<file path="src/rtl/reset_seq_pkg.sv">
// Shared types and elaboration-time helpers for the reset sequencer.
// The optional ack handshake is selected by the RESET_SEQ_ACK_EN macro in the top.
package reset_seq_pkg;

  typedef enum logic [2:0] {
    StHold,
    StRelease,
    StWaitAck,
    StDone,
    StFault
  } state_e;

  localparam int unsigned FaultChWidth = 4;

  function automatic int unsigned max_of3(input int unsigned a, input int unsigned b,
                                          input int unsigned c);
    int unsigned m;
    m = (a > b) ? a : b;
    return (m > c) ? m : c;
  endfunction

  function automatic int unsigned cnt_width(input int unsigned hold, input int unsigned step,
                                            input int unsigned timeout);
    return $clog2(max_of3(hold, step, timeout) + 1);
  endfunction

  function automatic int unsigned stage_width(input int unsigned channels);
    return (channels > 1) ? $clog2(channels) : 1;
  endfunction

endpackage

</file>
<file path="src/rtl/reset_sequencer_if.sv">
// Handshake and status bundle between the reset sequencer and its consumers.
interface reset_sequencer_if
  import reset_seq_pkg::*;
#(
  parameter int unsigned CHANNELS = 4
) ();

  logic                    soft_req;
  logic [CHANNELS-1:0]     stage_ack;
  logic [CHANNELS-1:0]     reset_out;
  logic                    busy;
  logic                    done;
  logic                    fault;
  logic [FaultChWidth-1:0] fault_ch;

  modport master (
    output soft_req,
    output stage_ack,
    input  reset_out,
    input  busy,
    input  done,
    input  fault,
    input  fault_ch
  );

  modport slave (
    input  soft_req,
    input  stage_ack,
    output reset_out,
    output busy,
    output done,
    output fault,
    output fault_ch
  );

endinterface

</file>
<file path="src/rtl/rs_countdown.sv">
// Phase counter shared by hold, step and timeout: counts up from 0 and saturates at limit.
module rs_countdown #(
  parameter int unsigned Width = 4
) (
  input  logic             clock,
  input  logic             resetn,
  input  logic             clr,
  input  logic             en,
  input  logic [Width-1:0] limit,
  output logic             hit
);

  logic [Width-1:0] count_d, count_q;

  always_comb begin
    count_d = count_q;
    if (clr) begin
      count_d = '0;
    end else if (en && !hit) begin
      count_d = count_q + Width'(1);
    end
  end

  always_ff @(posedge clock) begin
    if (!resetn) begin
      count_q <= '0;
    end else begin
      count_q <= count_d;
    end
  end

  assign hit = (count_q == limit);

endmodule

</file>
<file path="src/rtl/reset_sequencer.sv">
// Releases CHANNELS resets in ascending order after a hold period, one per step.
// Define RESET_SEQ_ACK_EN to build the per-channel ack wait and timeout fault.
module reset_sequencer
  import reset_seq_pkg::*;
#(
  parameter int unsigned CHANNELS    = 4,
  parameter int unsigned HOLD_CYCLES = 16,
  parameter int unsigned STEP_CYCLES = 8,
  parameter int unsigned TIMEOUT     = 1024
) (
  input logic              clock,
  input logic              resetn,
  reset_sequencer_if.slave bus
);

  localparam int unsigned CntW   = cnt_width(HOLD_CYCLES, STEP_CYCLES, TIMEOUT);
  localparam int unsigned StageW = stage_width(CHANNELS);
  localparam logic [StageW-1:0] LastStage = StageW'(CHANNELS - 1);

  state_e                  state_q;
  logic [StageW-1:0]       stage_q;
  logic [CHANNELS-1:0]     reset_out_q;
  logic                    busy_q;
  logic                    done_q;
  logic                    fault_q;
  logic [FaultChWidth-1:0] fault_ch_q;

  logic                    cnt_clr;
  logic                    cnt_en;
  logic                    cnt_hit;
  logic [CntW-1:0]         cnt_limit;
  logic                    last_stage;
  logic [CHANNELS-1:0]     stage_sel;

  assign last_stage = (stage_q == LastStage);
  assign stage_sel  = CHANNELS'(1) << stage_q;

`ifdef RESET_SEQ_ACK_EN
  logic ack_seen;
  // Only the current stage's ack bit matters; higher and lower bits are don't-care.
  assign ack_seen = |(bus.stage_ack & stage_sel);
`else
  logic unused_stage_ack;
  assign unused_stage_ack = ^bus.stage_ack;
`endif

  always_comb begin
    cnt_clr   = 1'b0;
    cnt_en    = 1'b0;
    cnt_limit = '0;
    unique case (state_q)
      StHold:    cnt_limit = CntW'(HOLD_CYCLES - 1);
      StRelease: cnt_limit = CntW'(STEP_CYCLES - 1);
      StWaitAck: cnt_limit = CntW'(TIMEOUT - 1);
      default:   cnt_limit = '0;
    endcase
    if (bus.soft_req || (state_q == StDone) || (state_q == StFault)) begin
      cnt_clr = 1'b1;
`ifdef RESET_SEQ_ACK_EN
    end else if ((state_q == StWaitAck) && ack_seen) begin
      cnt_clr = 1'b1;
`endif
    end else if (cnt_hit) begin
      cnt_clr = 1'b1;
    end else begin
      cnt_en = 1'b1;
    end
  end

  rs_countdown #(
    .Width (CntW)
  ) u_cnt (
    .clock  (clock),
    .resetn (resetn),
    .clr    (cnt_clr),
    .en     (cnt_en),
    .limit  (cnt_limit),
    .hit    (cnt_hit)
  );

  always_ff @(posedge clock) begin
    if (!resetn || bus.soft_req) begin
      state_q     <= StHold;
      stage_q     <= '0;
      reset_out_q <= '1;
      busy_q      <= 1'b1;
      done_q      <= 1'b0;
      fault_q     <= 1'b0;
      fault_ch_q  <= '0;
    end else begin
      unique case (state_q)
        StHold: begin
          if (cnt_hit) begin
            state_q <= StRelease;
            stage_q <= '0;
          end
        end
        StRelease: begin
          reset_out_q <= reset_out_q & ~stage_sel;
          if (cnt_hit) begin
`ifdef RESET_SEQ_ACK_EN
            state_q <= StWaitAck;
`else
            if (last_stage) begin
              state_q <= StDone;
            end else begin
              stage_q <= stage_q + StageW'(1);
            end
`endif
          end
        end
`ifdef RESET_SEQ_ACK_EN
        StWaitAck: begin
          // Ack wins over a timeout landing on the same cycle.
          if (ack_seen) begin
            if (last_stage) begin
              state_q <= StDone;
            end else begin
              stage_q <= stage_q + StageW'(1);
              state_q <= StRelease;
            end
          end else if (cnt_hit) begin
            state_q    <= StFault;
            fault_q    <= 1'b1;
            fault_ch_q <= FaultChWidth'(stage_q);
          end
        end
`endif
        StDone: begin
          busy_q <= 1'b0;
          done_q <= 1'b1;
        end
        default: ;
      endcase
    end
  end

  assign bus.reset_out = reset_out_q;
  assign bus.busy      = busy_q;
  assign bus.done      = done_q;
`ifdef RESET_SEQ_ACK_EN
  assign bus.fault     = fault_q;
  assign bus.fault_ch  = fault_ch_q;
`else
  logic unused_fault;
  assign unused_fault  = fault_q ^ (^fault_ch_q);
  assign bus.fault     = 1'b0;
  assign bus.fault_ch  = '0;
`endif

endmodule
</file>
<file path="src/flat_wrapper.sv">
// flat-port wrapper written by rule: the top's interface ports become plain ports
module reset_sequencer_flat import reset_seq_pkg::*;
#(
  parameter int unsigned CHANNELS    = 4,
  parameter int unsigned HOLD_CYCLES = 16,
  parameter int unsigned STEP_CYCLES = 8,
  parameter int unsigned TIMEOUT     = 1024
)
  (clock, resetn, bus_soft_req, bus_stage_ack, bus_reset_out, bus_busy, bus_done, bus_fault, bus_fault_ch);
  reset_sequencer_if #(.CHANNELS(CHANNELS)) bus_i ();
  input logic clock;
  input logic resetn;
  input wire logic [$bits(bus_i.soft_req)-1:0] bus_soft_req;
  input wire logic [$bits(bus_i.stage_ack)-1:0] bus_stage_ack;
  output wire logic [$bits(bus_i.reset_out)-1:0] bus_reset_out;
  output wire logic [$bits(bus_i.busy)-1:0] bus_busy;
  output wire logic [$bits(bus_i.done)-1:0] bus_done;
  output wire logic [$bits(bus_i.fault)-1:0] bus_fault;
  output wire logic [$bits(bus_i.fault_ch)-1:0] bus_fault_ch;
  assign bus_i.soft_req = bus_soft_req;
  assign bus_i.stage_ack = bus_stage_ack;
  assign bus_reset_out = bus_i.reset_out;
  assign bus_busy = bus_i.busy;
  assign bus_done = bus_i.done;
  assign bus_fault = bus_i.fault;
  assign bus_fault_ch = bus_i.fault_ch;
  reset_sequencer #(.CHANNELS(CHANNELS), .HOLD_CYCLES(HOLD_CYCLES), .STEP_CYCLES(STEP_CYCLES), .TIMEOUT(TIMEOUT)) u_core (.clock(clock), .resetn(resetn), .bus(bus_i));
endmodule
</file>
<file path="config.mk">
export PLATFORM = sky130hd
export DESIGN_NAME = reset_sequencer_flat
export DESIGN_NICKNAME = d
export VERILOG_FILES = /design/src/rtl/reset_seq_pkg.sv /design/src/rtl/reset_sequencer_if.sv /design/src/rtl/rs_countdown.sv /design/src/rtl/reset_sequencer.sv /design/src/flat_wrapper.sv
export SDC_FILE = /design/constraint.sdc
export NUM_CORES = 1
export LEC_CHECK = 0
export BUFFER_PORTS_ARGS = -buffer_cell sky130_fd_sc_hd__buf_2
export CAP_MARGIN = 10
export CORE_MARGIN = 2
export CORE_UTILIZATION = 45
export DETAILED_ROUTE_END_ITERATION = 6
export PLACE_DENSITY_LB_ADDON = 0.1
export SETUP_SLACK_MARGIN = 0.4
export SYNTH_ARGS = -nofsm -noshare
export SYNTH_HDL_FRONTEND = slang
export SYNTH_SLANG_ARGS = --single-unit
</file>
<file path="constraint.sdc">
create_clock -name clock -period 4.3 [get_ports clock]
set_clock_uncertainty 0.15 [all_clocks]
set_input_delay 0.43 -clock clock [delete_from_list [all_inputs] [get_ports clock]]
set_output_delay 0.43 -clock clock [all_outputs]
set_load 0.01 [all_outputs]
</file>
=== After elaboration in Yosys (flattened, before gate mapping) ===
Cells that the tools add are included.

* Eq/ne operators: 10
* Mux-type cells: 13
* Shifts and indexed selects: 1
* Reductions and logical operators: 11
* Add/sub/neg operators: 2
* Bitwise logic cells: 3

{| class="wikitable"
|+ Operator list
! operator !! count
|-
| $pmux 10 s3 || 1
|-
| $add 11x1->11 const B || 1
|-
| $eq 11x11->1 || 1
|-
| $mux 3 || 3
|-
| $reduce_and 4->1 || 2
|-
| $eq 3x2->1 const B || 2
|-
| $mux 2 || 3
|-
| $ne 2x2->1 const B || 3
|-
| $pmux 3 s2 || 1
|-
| $and 4x4->4 || 1
|-
| $mux 1 || 4
|-
| $not 4->4 || 1
|-
| $pmux 2 s2 || 1
|-
| $shl 1x2->4 const A || 1
|-
| $eq 3x1->1 const B || 1
|-
| $eq 3x3->1 const B || 1
|-
| $logic_not 3->1 || 1
|-
| $logic_or 1x1->1 || 3
|-
| $add 2x1->2 const B || 1
|-
| $eq 2x2->1 const B || 1
|-
| $logic_not 1->1 || 2
|-
| $ne 2x1->1 const B || 1
|-
| $reduce_bool 2->1 || 1
|-
| $reduce_or 2->1 || 1
|-
| 2 further kinds || 2
|}

* Register bits: 22
* Bits of input ports: 7
* Word-level logic and storage cells: 46
* Output and inout bits: 11

=== Depth between registers and ports, before layout ===
* Depth in word-level cells: 6
* Mapped depth: 7
* Mapped depth without buffers: 6

=== By module ===
A second synthesis with hierarchy kept.

* Cell total of the unflattened synthesis: 130
* Area, all modules: 1126.1 µm²

{| class="wikitable"
|+ Modules (own cells, without submodules)
! module !! cells each !! seq. area each (µm²) !! times used !! area each (µm²)
|-
| rs_countdown || 77 || 220.2 || 1 || 645.6
|-
| reset_sequencer || 53 || 200.2 || 1 || 480.5
|}

=== Worst setup path before layout ===
OpenSTA, ideal clock, no wires.

* Path kind: register to register
* Start point: register u_core.u_cnt.count_q[3]
* End point: register u_core.u_cnt.count_q[3]
* Arrival time: 1.621 ns
* Period minus slack after synthesis: 1.886 ns
* Setup time: 0.115 ns
* Buffers on the path: 1
* Path slack: 2.414 ns
* Cell stages (with the launch flop): 6
* Data required time: 4.035 ns
* Path through: dfxtp_1 or4b_4 a2111oi_2 or3b_1 buf_6 nor2_1

* Word-level cells in the longest chain between the ends: 4
* Elaborated cells between the ends (all ways): 9
* Classes of those cells: add/sub (1); eq/ne (1); mux (4); reduce/logical (3)

{| class="wikitable"
|+ Ends and longest elaborated chain
! element !! line !! source
|-
| from (decl) || rs_countdown.sv:13 || <nowiki>logic [Width-1:0] count_d, count_q;</nowiki>
|-
| from (signal assigned) || rs_countdown.sv:28 || <nowiki>count_q <= count_d;</nowiki>
|-
| branches (longest 4 deep; another with $add 11x1->11) || - ||
|}

Several ways; the timed one is not identified.
A chain may end at the register's enable or synchronous reset.

=== Final worst setup path ===
* Start point: register u_core.state_q[0]
* End point: register u_core.u_cnt.count_q[2]

* Word-level cells in the longest chain between the ends: 6
* Elaborated cells between the ends (all ways): 16
* Classes of those cells: eq/ne (5); mux (5); reduce/logical (6)

{| class="wikitable"
|+ Ends and longest elaborated chain
! element !! line !! source
|-
| from (decl) || reset_sequencer.sv:20 || <nowiki>state_e state_q;</nowiki>
|-
| from (signal assigned) || reset_sequencer.sv:83 || <nowiki>state_q <= StHold;</nowiki>
|-
| from (signal assigned) || reset_sequencer.sv:94 || <nowiki>state_q <= StRelease;</nowiki>
|-
| from (signal assigned) || reset_sequencer.sv:105 || <nowiki>state_q <= StDone;</nowiki>
|-
| $eq 3x2->1 (tied with other cells) || reset_sequencer.sv:51 || <nowiki>unique case (state_q)</nowiki>
|-
| $pmux 10 s3 || reset_sequencer.sv:51 ||
|-
| $eq 11x11->1 || rs_countdown.sv:32 || <nowiki>assign hit = (count_q == limit);</nowiki>
|-
| $mux 1 || reset_sequencer.sv:63 || <nowiki>end else if (cnt_hit) begin</nowiki>
|-
| $mux 1 || reset_sequencer.sv:57 || <nowiki>if (bus.soft_req || (state_q == StDone) || (state_q == StFault)) begin</nowiki>
|-
| $reduce_or 2->1 (no source line) / $logic_and 1x1->1 (equally long branches) || - ||
|}

Parallel ways exist; a longest one is shown, timed or not.

==> results by group <==
Critical path
  • Critical Path Sink Type: register
  • Reg-to-Reg Start: u_core.state_q[0]
  • CP required: 4350 ps
  • CP Launch Type: register
  • Crit path kind: reg2reg
  • Critical Path Fanout Max: 11
  • FF-to-FF End: u_core.u_cnt.count_q[2]
  • WP data arrival: 2280 ps
  • R2R Setup Slk: 2070 ps
  • R2R cell count: 4

Place
  • HPWL after DPL: 1120 µm
  • Place WS: 2090 ps
  • IO buf count: 8
  • GP Congestion: 0.734

CTS
  • CTS tree: yes
  • Bufs on Longest Clock Path: 2
  • Post-CTS setup buffer count: 0
  • Post-CTS Hold Fix Bufs: 0
  • TritonCTS Buffers: 3
  • Root Buffer: clkbuf_4
  • H-tree depth: 1
  • Clk_lat worst skew: 310 ps
  • Clock transition at path regs: 120 ps
  • CTS sink cnt: 21
  • Post-CTS Resized: 0

Pwr
  • Sw Pwr: 0.0000704 W
  • Sw Ratio: 0.233
  • Internal: 0.000232 W
  • Pwr/cell area: 287 nW/µm²
  • Peak supply drop: 0.228 mV
  • Part of the power in the clock network: 0.326
  • Share of power burned in registers: 0.649
  • Combinational fraction of design power: 0.026
  • Static Leak: 0.393 nW

Yosys
  • Area contributors post-synth: dfxtp_1 42%, ha_1 6.3%, nor2_1 6.0%, xor2_1 5.3%, a21o_1 4.5%
  • Count leader, synth: dfxtp_1
  • Post-synthesis sequential area ratio: 0.422
  • Yosys cell types: 31
  • Post-synth top area cell: dfxtp_1
  • Seq cells post-synth: 21
  • Syn_area_per_cell: 9.07 µm²
  • Fraction of registers with async set/reset: 0
  • Top-area cell type share of the netlist area: 0.422
  • Post-Syn Instances: 110
  • Total number of yosys warnings: 0
  • Post-Syn Area: 997 µm²
  • EDFF count, synth: 0
  • Ys flop type: dfxtp_1
  • Post-synth top cells: 21 x dfxtp_1, 16 x nor2_1, 8 x nand3_1

STA
  • RSZ-0062 raised after global routing: false
  • Final period util: 0.519
  • Setup tns final: 0 ps
  • Fin crit period: 2230 ps
  • Fmax: 448 MHz
  • Final Max Tran Viols: 0
  • Setup ws final: 2070 ps
  • Final hold violations: 0
  • # setup viols final: 0

Floorplan
  • Die W: 51.1 µm
  • Initial cell density of the core: 0.464
  • Row Count: 17
  • IO Count: 18
  • Full die area: 2610 µm²
  • Die Y: 51.1 µm
  • Core ar.: 2150 µm²

Routing
  • Total wire length: 1610 µm
  • DR vias/cell: 4.85
  • Number of remaining DRC errors: 0
  • Drt first pass iters: 4
  • Initial DRC count: 13
  • Wire per inst: 11.1 µm
  • Via count: 703
  • ANT nets after route: 0

Global route
  • Vias in the first global route: 634
  • Initial antenna violation count: 0
  • Global-route wire length before repair: 2780 µm
  • Gr usage total: 0.145
  • Pin count of the biggest net entering global routing: 13
  • Remaining Overflow, GRT: 0

Worst hold path
  • Worst Hold Path EP: u_core.bus.reset_out[2]
  • WHS Path Cells: 1
  • HP Class: reg2reg
  • Hold_sp: u_core.bus.reset_out[2]

Cells and area
  • N_diodes: 0
  • Layout cells sized above 1: 0.128
  • Final nets: 130
  • Syn-to-layout area delta: 5.65%
  • Final core area utilization: 0.490

Outcome
  • Status: completed

Job
  • Max-Cap Viols: 0
-- layout by cell type (no fill, tap or decap), types with 3 or more instances in the layout --
master / instances
a21o_1: 6
a21oi_1: 3
and3_1: 4
buf_2: 8
clkbuf_4: 3
conb_1: 5
dfxtp_1: 21
ha_1: 5
inv_1: 4
nand2_1: 6
nand3_1: 8
nor2_1: 16
xnor2_1: 3
xor2_1: 6
-- critical path: stages, from the launching register on --
cell and delay [ps]:
dfxtp_1 520, or4b_4 520, a2111oi_2 410, or3b_1 420, nor2_1 90
-- power groups by stage --
stage	logic, W	clock network (W)	registers (W)
finish	0.00000777	0.0000985	0.000196
global route	0.00000898	0.000110	0.000196
CTS	0.00000777	0.000102	0.000196
detailed placement	0.00000776	0	0.000201
global placement	0.00000771	0	0.000200
floorplan	0.0000103	0	0.000200
-- cells by family (layout without fill, tap and decap cells) --
kind of cell,Yosys count,count (layout),synth area share
muxes,1,1,0.0100
other,1,5,0.00376
AOI/OAI and AO/OA,14,14,0.108
adders and majority gates,5,5,0.0627
DFF,21,21,0.422
xor gates and xnor gates,9,9,0.0791
buffers and inverters,13,16,0.0765
and+or+nand+nor,46,46,0.238
-- metal layers --
layer | track usage | vias up | part of all wire
li1 | - | 373 | -
met4 | 0.0946 | 0 | 0.027
met5 | 0 | - | 0
met3 | 0.0351 | 5 | 0.038
met2 | 0.197 | 15 | 0.39
met1 | 0.201 | 310 | 0.54
-- stage by stage --
stage                     power (W)  hold slack, ps  cell area, µm²  std cells
after floorplan            0.000211             276            1010        114
after global placement     0.000208             279            1030        141
after detailed placement   0.000208             285            1030        141
after CTS                  0.000306             313            1050        145
after global routing       0.000316             331            1050        145
final                      0.000302             312            1050        145
-- layout make-up --
cell class	count	area (µm²)
sequential	21	420
timing repair buffer	8	40.0
clock buffer	3	22.5
tap	28	35.0
clock inverter	1	5.00
fill	216	1090
inverter	4	15.0
multi-input combinational	80	515
-- state kept, by name, indices dropped and copies added (netlist names) --
signal / flops
u_core.bus.done: 1
u_core.stage_q: 2
u_core.bus.busy: 1
u_core.u_cnt.count_q: 11
u_core.bus.reset_out: 4
u_core.state_q: 2
-- worst max path at each step --
stage	startpoint	endpoint	slack [ps]	cells after the start
2_1_floorplan	u_core.u_cnt.count_q[3]	u_core.u_cnt.count_q[3]	2410	5
3_3_place_gp	u_core.state_q[0]	u_core.u_cnt.count_q[8]	2090	4
3_5_place_dp	u_core.state_q[0]	u_core.u_cnt.count_q[8]	2090	4
4_1_cts	u_core.state_q[0]	u_core.u_cnt.count_q[6]	2070	4
5_1_grt	u_core.state_q[0]	u_core.u_cnt.count_q[3]	1950	4
6_report	u_core.state_q[0]	u_core.u_cnt.count_q[2]	2070	4
Power figures use the tool's default switching activity.
